<file path="src/rtl/uart_apb_pkg.sv">
// Shared register map, CTRL/STATUS bit positions and TX state encoding for the
// UART APB control block.
package uart_apb_pkg;

  localparam logic [7:0] ADDR_CTRL   = 8'h00;
  localparam logic [7:0] ADDR_STATUS = 8'h04;
  localparam logic [7:0] ADDR_TXDATA = 8'h08;
  localparam logic [7:0] ADDR_RXDATA = 8'h0C;

  localparam int CTRL_RX_EN  = 0;
  localparam int CTRL_TX_EN  = 1;
  localparam int CTRL_IRQ_EN = 2;

  localparam int STAT_RX_NEMPTY = 0;
  localparam int STAT_RX_FULL   = 1;
  localparam int STAT_TX_BUSY   = 2;
  localparam int STAT_OVERRUN   = 3;

  typedef enum logic [1:0] {
    T_IDLE   = 2'd0,
    T_START  = 2'd1,
    T_ACTIVE = 2'd2
  } tx_state_e;

endpackage

</file>
<file path="src/rtl/uart_rx_fifo.sv">
// Small synchronous FIFO buffering received bytes; a push while full is only
// accepted when a pop frees a slot in the same cycle.
module uart_rx_fifo #(
  parameter int RX_DEPTH = 4,
  parameter int DATA_W   = 8,
  localparam int PTR_W   = $clog2(RX_DEPTH),
  localparam int CNT_W   = PTR_W + 1
) (
  input  logic              PCLK,
  input  logic              PRESET,
  input  logic              push,
  input  logic              pop,
  input  logic [DATA_W-1:0] wdata,
  output logic [DATA_W-1:0] rdata,
  output logic              full,
  output logic              empty,
  output logic [CNT_W-1:0]  count
);

  logic [DATA_W-1:0] mem_q [RX_DEPTH];
  logic [PTR_W-1:0]  wr_ptr_q, wr_ptr_d;
  logic [PTR_W-1:0]  rd_ptr_q, rd_ptr_d;
  logic [CNT_W-1:0]  count_q, count_d;
  logic              do_push, do_pop;

  assign full  = (count_q == CNT_W'(RX_DEPTH));
  assign empty = (count_q == '0);
  assign count = count_q;
  assign rdata = mem_q[rd_ptr_q];

  assign do_pop  = pop & ~empty;
  assign do_push = push & (~full | do_pop);

  always_comb begin
    wr_ptr_d = wr_ptr_q;
    rd_ptr_d = rd_ptr_q;
    count_d  = count_q;
    if (do_push) wr_ptr_d = wr_ptr_q + PTR_W'(1);
    if (do_pop)  rd_ptr_d = rd_ptr_q + PTR_W'(1);
    case ({do_push, do_pop})
      2'b10:   count_d = count_q + CNT_W'(1);
      2'b01:   count_d = count_q - CNT_W'(1);
      default: count_d = count_q;
    endcase
  end

  always_ff @(posedge PCLK or posedge PRESET) begin
    if (PRESET) begin
      wr_ptr_q <= '0;
      rd_ptr_q <= '0;
      count_q  <= '0;
    end else begin
      wr_ptr_q <= wr_ptr_d;
      rd_ptr_q <= rd_ptr_d;
      count_q  <= count_d;
    end
  end

  // Storage carries no reset: contents are only visible once counted in.
  always_ff @(posedge PCLK) begin
    if (do_push) mem_q[wr_ptr_q] <= wdata;
  end

endmodule

</file>
<file path="src/rtl/uart_apb_ctrl.sv">
// APB register front-end for the UART pair: CTRL/STATUS/TXDATA/RXDATA decode,
// TX launch FSM with bounded wait-state stalls, RX byte buffering and interrupt.
module uart_apb_ctrl
  import uart_apb_pkg::*;
#(
  parameter int RX_DEPTH = 4,
  parameter int MAX_WAIT = 255
) (
  input  logic       PCLK,
  input  logic       PRESET,
  input  logic       PSEL,
  input  logic       PENABLE,
  input  logic       PWRITE,
  input  logic [7:0] PADDR,
  input  logic [7:0] PWDATA,
  output logic [7:0] PRDATA,
  output logic       PREADY,
  output logic       PSLVERR,
  output logic       rx_enable,
  input  logic       rx_done,
  input  logic [7:0] rx_parallel,
  output logic       tx_start,
  output logic [7:0] tx_data,
  input  logic       tx_done,
  output logic       irq
);

  localparam int WAIT_W = (MAX_WAIT < 2) ? 1 : $clog2(MAX_WAIT + 1);
  localparam int CNT_W  = $clog2(RX_DEPTH) + 1;

  logic [2:0]        ctrl_q, ctrl_d;
  logic              overrun_q, overrun_d;
  logic              rx_done_q;
  logic              irq_q, irq_d;
  logic [WAIT_W-1:0] wait_q, wait_d;
  tx_state_e         tx_state_q;
  logic              tx_start_q;
  logic [7:0]        tx_data_q;

  logic              access;
  logic              pready_c, pslverr_c;
  logic [7:0]        prdata_c;
  logic              ctrl_wr, ovr_clr, rx_pop, tx_launch;
  logic              rx_push;
  logic [7:0]        fifo_rdata;
  logic              fifo_full, fifo_empty;
  logic [CNT_W-1:0]  fifo_count;
  logic [7:0]        status;

  assign access  = PSEL & PENABLE;
  assign rx_push = rx_done & ~rx_done_q & ctrl_q[CTRL_RX_EN];

  always_comb begin
    status                 = '0;
    status[STAT_RX_NEMPTY] = (fifo_count != '0);
    status[STAT_RX_FULL]   = fifo_full;
    status[STAT_TX_BUSY]   = (tx_state_q != T_IDLE);
    status[STAT_OVERRUN]   = overrun_q;
  end

  // APB access decode: completion, read mux and single-shot side-effect strobes.
  always_comb begin
    pready_c  = 1'b0;
    pslverr_c = 1'b0;
    prdata_c  = '0;
    ctrl_wr   = 1'b0;
    ovr_clr   = 1'b0;
    rx_pop    = 1'b0;
    tx_launch = 1'b0;
    wait_d    = '0;
    if (access) begin
      pready_c = 1'b1;
      case (PADDR)
        ADDR_CTRL: begin
          if (PWRITE) ctrl_wr = 1'b1;
          else        prdata_c = {5'b0, ctrl_q};
        end
        ADDR_STATUS: begin
          if (PWRITE) ovr_clr = PWDATA[STAT_OVERRUN];
          else        prdata_c = status;
        end
        ADDR_TXDATA: begin
          if (!PWRITE || !ctrl_q[CTRL_TX_EN]) begin
            pslverr_c = 1'b1;
          end else if (wait_q == WAIT_W'(MAX_WAIT)) begin
            pslverr_c = 1'b1;
          end else if (tx_state_q == T_IDLE) begin
            tx_launch = 1'b1;
          end else begin
            pready_c = 1'b0;
            wait_d   = wait_q + WAIT_W'(1);
          end
        end
        ADDR_RXDATA: begin
          if (PWRITE || fifo_empty) begin
            pslverr_c = 1'b1;
          end else begin
            prdata_c = fifo_rdata;
            rx_pop   = 1'b1;
          end
        end
        default: pslverr_c = 1'b1;
      endcase
    end
  end

  // Reset also masks the combinational response so a held access reads as idle.
  assign PREADY    = pready_c & ~PRESET;
  assign PSLVERR   = pslverr_c & ~PRESET;
  assign PRDATA    = PRESET ? 8'h00 : prdata_c;
  assign rx_enable = ctrl_q[CTRL_RX_EN];
  assign tx_start  = tx_start_q;
  assign tx_data   = tx_data_q;
  assign irq       = irq_q;

  always_comb begin
    ctrl_d    = ctrl_wr ? PWDATA[2:0] : ctrl_q;
    overrun_d = overrun_q;
    if (ovr_clr) overrun_d = 1'b0;
    if (rx_push && fifo_full && !rx_pop) overrun_d = 1'b1;
    irq_d = ctrl_q[CTRL_IRQ_EN] & ((fifo_count != '0) | overrun_q);
  end

  always_ff @(posedge PCLK or posedge PRESET) begin
    if (PRESET) begin
      ctrl_q    <= '0;
      overrun_q <= 1'b0;
      rx_done_q <= 1'b0;
      irq_q     <= 1'b0;
      wait_q    <= '0;
    end else begin
      ctrl_q    <= ctrl_d;
      overrun_q <= overrun_d;
      rx_done_q <= rx_done;
      irq_q     <= irq_d;
      wait_q    <= wait_d;
    end
  end

  // TX sequencer: launch pulse lives exactly in T_START, data held until done.
  always_ff @(posedge PCLK or posedge PRESET) begin
    if (PRESET) begin
      tx_state_q <= T_IDLE;
      tx_start_q <= 1'b0;
      tx_data_q  <= '0;
    end else begin
      case (tx_state_q)
        T_IDLE: begin
          if (tx_launch) begin
            tx_state_q <= T_START;
            tx_start_q <= 1'b1;
            tx_data_q  <= PWDATA;
          end
        end
        T_START: begin
          tx_state_q <= T_ACTIVE;
          tx_start_q <= 1'b0;
        end
        T_ACTIVE: begin
          if (tx_done) tx_state_q <= T_IDLE;
        end
        default: begin
          tx_state_q <= T_IDLE;
          tx_start_q <= 1'b0;
        end
      endcase
    end
  end

  uart_rx_fifo #(
    .RX_DEPTH (RX_DEPTH),
    .DATA_W   (8)
  ) u_rx_fifo (
    .PCLK   (PCLK),
    .PRESET (PRESET),
    .push   (rx_push),
    .pop    (rx_pop),
    .wdata  (rx_parallel),
    .rdata  (fifo_rdata),
    .full   (fifo_full),
    .empty  (fifo_empty),
    .count  (fifo_count)
  );

endmodule

</file>
<file path="config.mk">
export PLATFORM = sky130hd
export DESIGN_NAME = uart_apb_ctrl
export DESIGN_NICKNAME = d
export VERILOG_FILES = /design/src/rtl/uart_apb_pkg.sv /design/src/rtl/uart_rx_fifo.sv /design/src/rtl/uart_apb_ctrl.sv
export SDC_FILE = /design/constraint.sdc
export NUM_CORES = 1
export LEC_CHECK = 0
export BUFFER_PORTS_ARGS = -buffer_cell sky130_fd_sc_hd__buf_2
export CORE_ASPECT_RATIO = 1.25
export CORE_MARGIN = 5
export CORE_UTILIZATION = 25
export CTS_BUF_LIST = sky130_fd_sc_hd__clkbuf_16
export CTS_CLUSTER_DIAMETER = 30
export DETAILED_ROUTE_END_ITERATION = 7
export SETUP_SLACK_MARGIN = 0.3
export SLEW_MARGIN = 0
export SYNTH_ARGS = -nofsm -noshare
export SYNTH_HDL_FRONTEND = slang
export SYNTH_SLANG_ARGS = --single-unit
</file>
<file path="constraint.sdc">
create_clock -name PCLK -period 4.3 [get_ports PCLK]
set_clock_uncertainty 0.05 [all_clocks]
set_input_delay 0 -clock PCLK [delete_from_list [all_inputs] [get_ports PCLK]]
set_output_delay 0 -clock PCLK [all_outputs]
set_load 0.005 [all_outputs]
</file>
==> qor.csv <==
stage,metric,value,unit
floorplanning,Initial Util,0.257,
routing,Post-DRT Antenna Nets,0,
pwr,leakage power,1.60,nW
finish,Fillers,1112,
critical_path,critical path capture point type,flip-flop,
critical_path,path type of the worst setup path,flip-flop to flip-flop,
synthesis,syn avg cell area,13.9,um2
critical_path,"CP delay by family, top",simple AND/OR/NAND/NOR gates,
critical_path,CP startpoint,u_rx_fifo.count[0],
critical_path,critical-path cell list,or3_1 -> nand4_2 -> a21oi_2 -> inv_1 -> ha_1 -> inv_1 -> fa_1 -> xor2_1 -> nor2_1 -> xor2_1,
synthesis,leading area contributor after synthesis,edfxtp_1,
critical_path,crit-path max cell delay,0.49,ns
cts,Clock Latency Late Sink,0.32,ns
global_route,pin count of the biggest net entering global routing,33,
critical_path,nature of the critical path startpoint,flip-flop,
synthesis,sequential area share after synthesis,0.612,
sta,final setup violation count,0,
pwr,VDD IR max,0.245,mV
global_route,total grt overflow,0,
place,Placement Setup Slack,1.85,ns
routing,vias,1878,
sta,Worst Tran Pin Value,0.598,ns
finish,share of cells above drive strength 1,0.328,
place,DP Area,3280,um2
global_route,first-pass GRT wire length,10200,um
critical_path,Worst Path Required,4.50,ns
finish,NumNets Final,323,
global_route,initial antenna violation count,0,
sta,"Worst Setup Slack, final",1.84,ns
critical_path,CP arrival,2.66,ns
critical_path,crit path max fanout,7,
routing,Initial DRC Count,93,
synthesis,synthesized area,2880,um2
sta,Final Hold Fails,0,
floorplanning,Rows,43,
critical_path,critical path depth,10,
flow_run,Max Cap Violations,0,
finish,area grow syn2layout,31.9,%
routing,wire per inst,14.9,um
routing,M1 WL,2800,um
cts,CTS HTree Levels,3,
critical_path,R2R Path Start,u_rx_fifo.count[0],
place,Post-DP HPWL,4460,um
synthesis,Synth Flop Type,edfxtp_1,
synthesis,YS warnings,0,
routing,Via-to-Cell Ratio,4.42,
sta,Sum Neg Setup Slack,0,ns
synthesis,number of distinct library cells after synthesis,46,
synthesis,Synth Net Count,245,
cts,Num CTS Buffers,9,
cts,CTS Root Cell,clkbuf_16,
routing,drt first pass iters,4,
finish,final instance area,3800,um2
synthesis,"EDFF count, synth",32,
sta,Worst slew margin,0.601,
cts,CTS tree,yes,
critical_path,Reg2Reg Setup Slack,1.84,ns
floorplanning,Core Area,11200,um2
floorplanning,Die W,106,um
routing,routed wire length,6320,um
routing,DR WL met2,3140,um
synthesis,cells after synthesis,207,
sta,period utilisation layout,0.572,
pwr,pwr dens,384,nW/um2
finish,Storage cell area,1760,um2
global_route,GRT Util Overall,0.0966,
cts,Worst-path clk slew,0.06,ns
synthesis,#FFs+latches synth,64,
finish,Diodes inserted,0,
synthesis,Post-synth top cells,"dfrtp_1 (32), edfxtp_1 (32), nor2_1 (17)",
place,GP Congestion,0.736,
cts,Sink Count,64,
routing,Met3 Routed Length,296,um
status,outcome,finished clean,
sta,max-slew violation count,0,
floorplanning,Die H,130,um
floorplanning,Top Ports,52,
global_route,vias in the first global route,1968,
critical_path,Register-to-Register Path Depth,10,
sta,RSZ-0062 raised after global routing,no,
sta,Final Critical Period,2.46,ns
routing,DRC viols,0,
sta,fmax,0.406,GHz
finish,area of the multi-input gates,1040,um2
synthesis,asr flop ratio synth,0.500,
synthesis,synth top area cells,"edfxtp_1 (33%), dfrtp_1 (28%), mux4_2 (6.3%), mux2_2 (4.7%), ha_1 (2.6%)",
place,count of input and output buffers,51,
cts,clk buf depth,2,
min_path,hold path start,PADDR[5],
critical_path,slowest CP cell,or3_1,
critical_path,worst path bufs/invs,2,
synthesis,area share of the largest cell type after synthesis,0.334,
min_path,HP Class,primary input to flip-flop,
cts,post-CTS sizing,0,
min_path,hold path depth,4,
floorplanning,Die ar.,13800,um2
routing,max layer used,met4,
[per-stage QoR]
| stage | power, mW | std cells | hold WS, ns | utilization |
|---|---|---|---|---|
| after global placement | 0.723 | 388 | 0.0773 | 0.293 |
| final | 1.46 | 425 | 0.0389 | 0.340 |
| after global routing | 1.52 | 425 | 0.0604 | 0.340 |
| after CTS | 1.49 | 425 | 0.0273 | 0.340 |
| after floorplan | 0.695 | 207 | -0.0186 | - |
| after detailed placement | 0.725 | 388 | 0.0814 | 0.293 |
[metal layers]
layer,global-route usage,up-vias
li1,-,907
met4,0.0328,0
met5,0,-
met3,0.0317,8
met2,0.162,44
met1,0.118,919
[what timing repair did]
action / in CTS / in global routing
hold buffers: 21 / 0
hold endpoints to repair: 79 / 0
buffers inserted: 0 / 0
[path summary, 6_finish.rpt]
check / endpoint
max: u_rx_fifo.count[2]
min: u_rx_fifo.rd_ptr_q[0]
max reg2reg: u_rx_fifo.count[2]
min reg2reg: tx_start
max in group asynchronous: u_rx_fifo.count[0]
min in group asynchronous: wait_q[1]
[layout by cell type (no fill, tap or decap), types with 4 or more instances in the layout]
master         netlist  final
nor2_1              17     17
dlygate4sd3_1        0     21
clkbuf_16            0      9
edfxtp_1            32     32
and2_1               6      6
xor2_1               8      8
buf_2                2     51
nand2_1             11     11
mux2_2              12     12
xnor2_1              4      4
nand3_1              4      4
dfrtp_1             32     32
ha_1                 6      6
inv_1               13     13
nor2b_1              6      6
mux4_2               8      8
[report_power, final]
group          total, mW  leakage, nW  internal (mW)  switching, mW
clock              0.733        0.140          0.454          0.279
combinational     0.0716        0.743         0.0367         0.0349
sequential         0.655        0.716          0.649        0.00577
total               1.46         1.60           1.14          0.319
[worst register-to-register path, stage by stage, from the launching register on]
cell	delay, ns
dfrtp_1	0.41
or3_1	0.49
nand4_2	0.22
a21oi_2	0.13
inv_1	0.08
ha_1	0.17
inv_1	0.06
fa_1	0.37
xor2_1	0.15
nor2_1	0.11
xor2_1	0.15
[flip-flops by register name (all words and copies together), names as in the netlist]
register	count
tx_start	1
rx_done_q	1
ctrl_q	3
overrun_q	1
u_rx_fifo.mem_q	32
wait_q	8
tx_state_q	2
u_rx_fifo.count	3
u_rx_fifo.rd_ptr_q	2
u_rx_fifo.wr_ptr_q	2
irq	1
tx_data	8
[logic make-up (layout without fill, tap and decap cells)]
family                   after synthesis  after routing  share of synthesized area
AO/OA/AOI/OAI                         15             15                     0.0369
XOR/XNOR                              12             12                     0.0365
flip-flops                            64             64                      0.612
buffers and inverters                 19            102                     0.0269
adder cells (fa/ha/maj)                7              7                     0.0330
multiplexers                          22             22                      0.116
AND/OR/NAND/NOR                       68             68                      0.139
[area by class of cell]
cell class / instances / area share
clock buffer: 9 / 0.0593
clock inverter: 7 / 0.0214
inverter: 13 / 0.0128
multi-input combinational: 124 / 0.274
sequential: 64 / 0.464
tap: 135 / 0.0445
timing repair buffer: 73 / 0.124
Power figures use the tool's default switching activity.
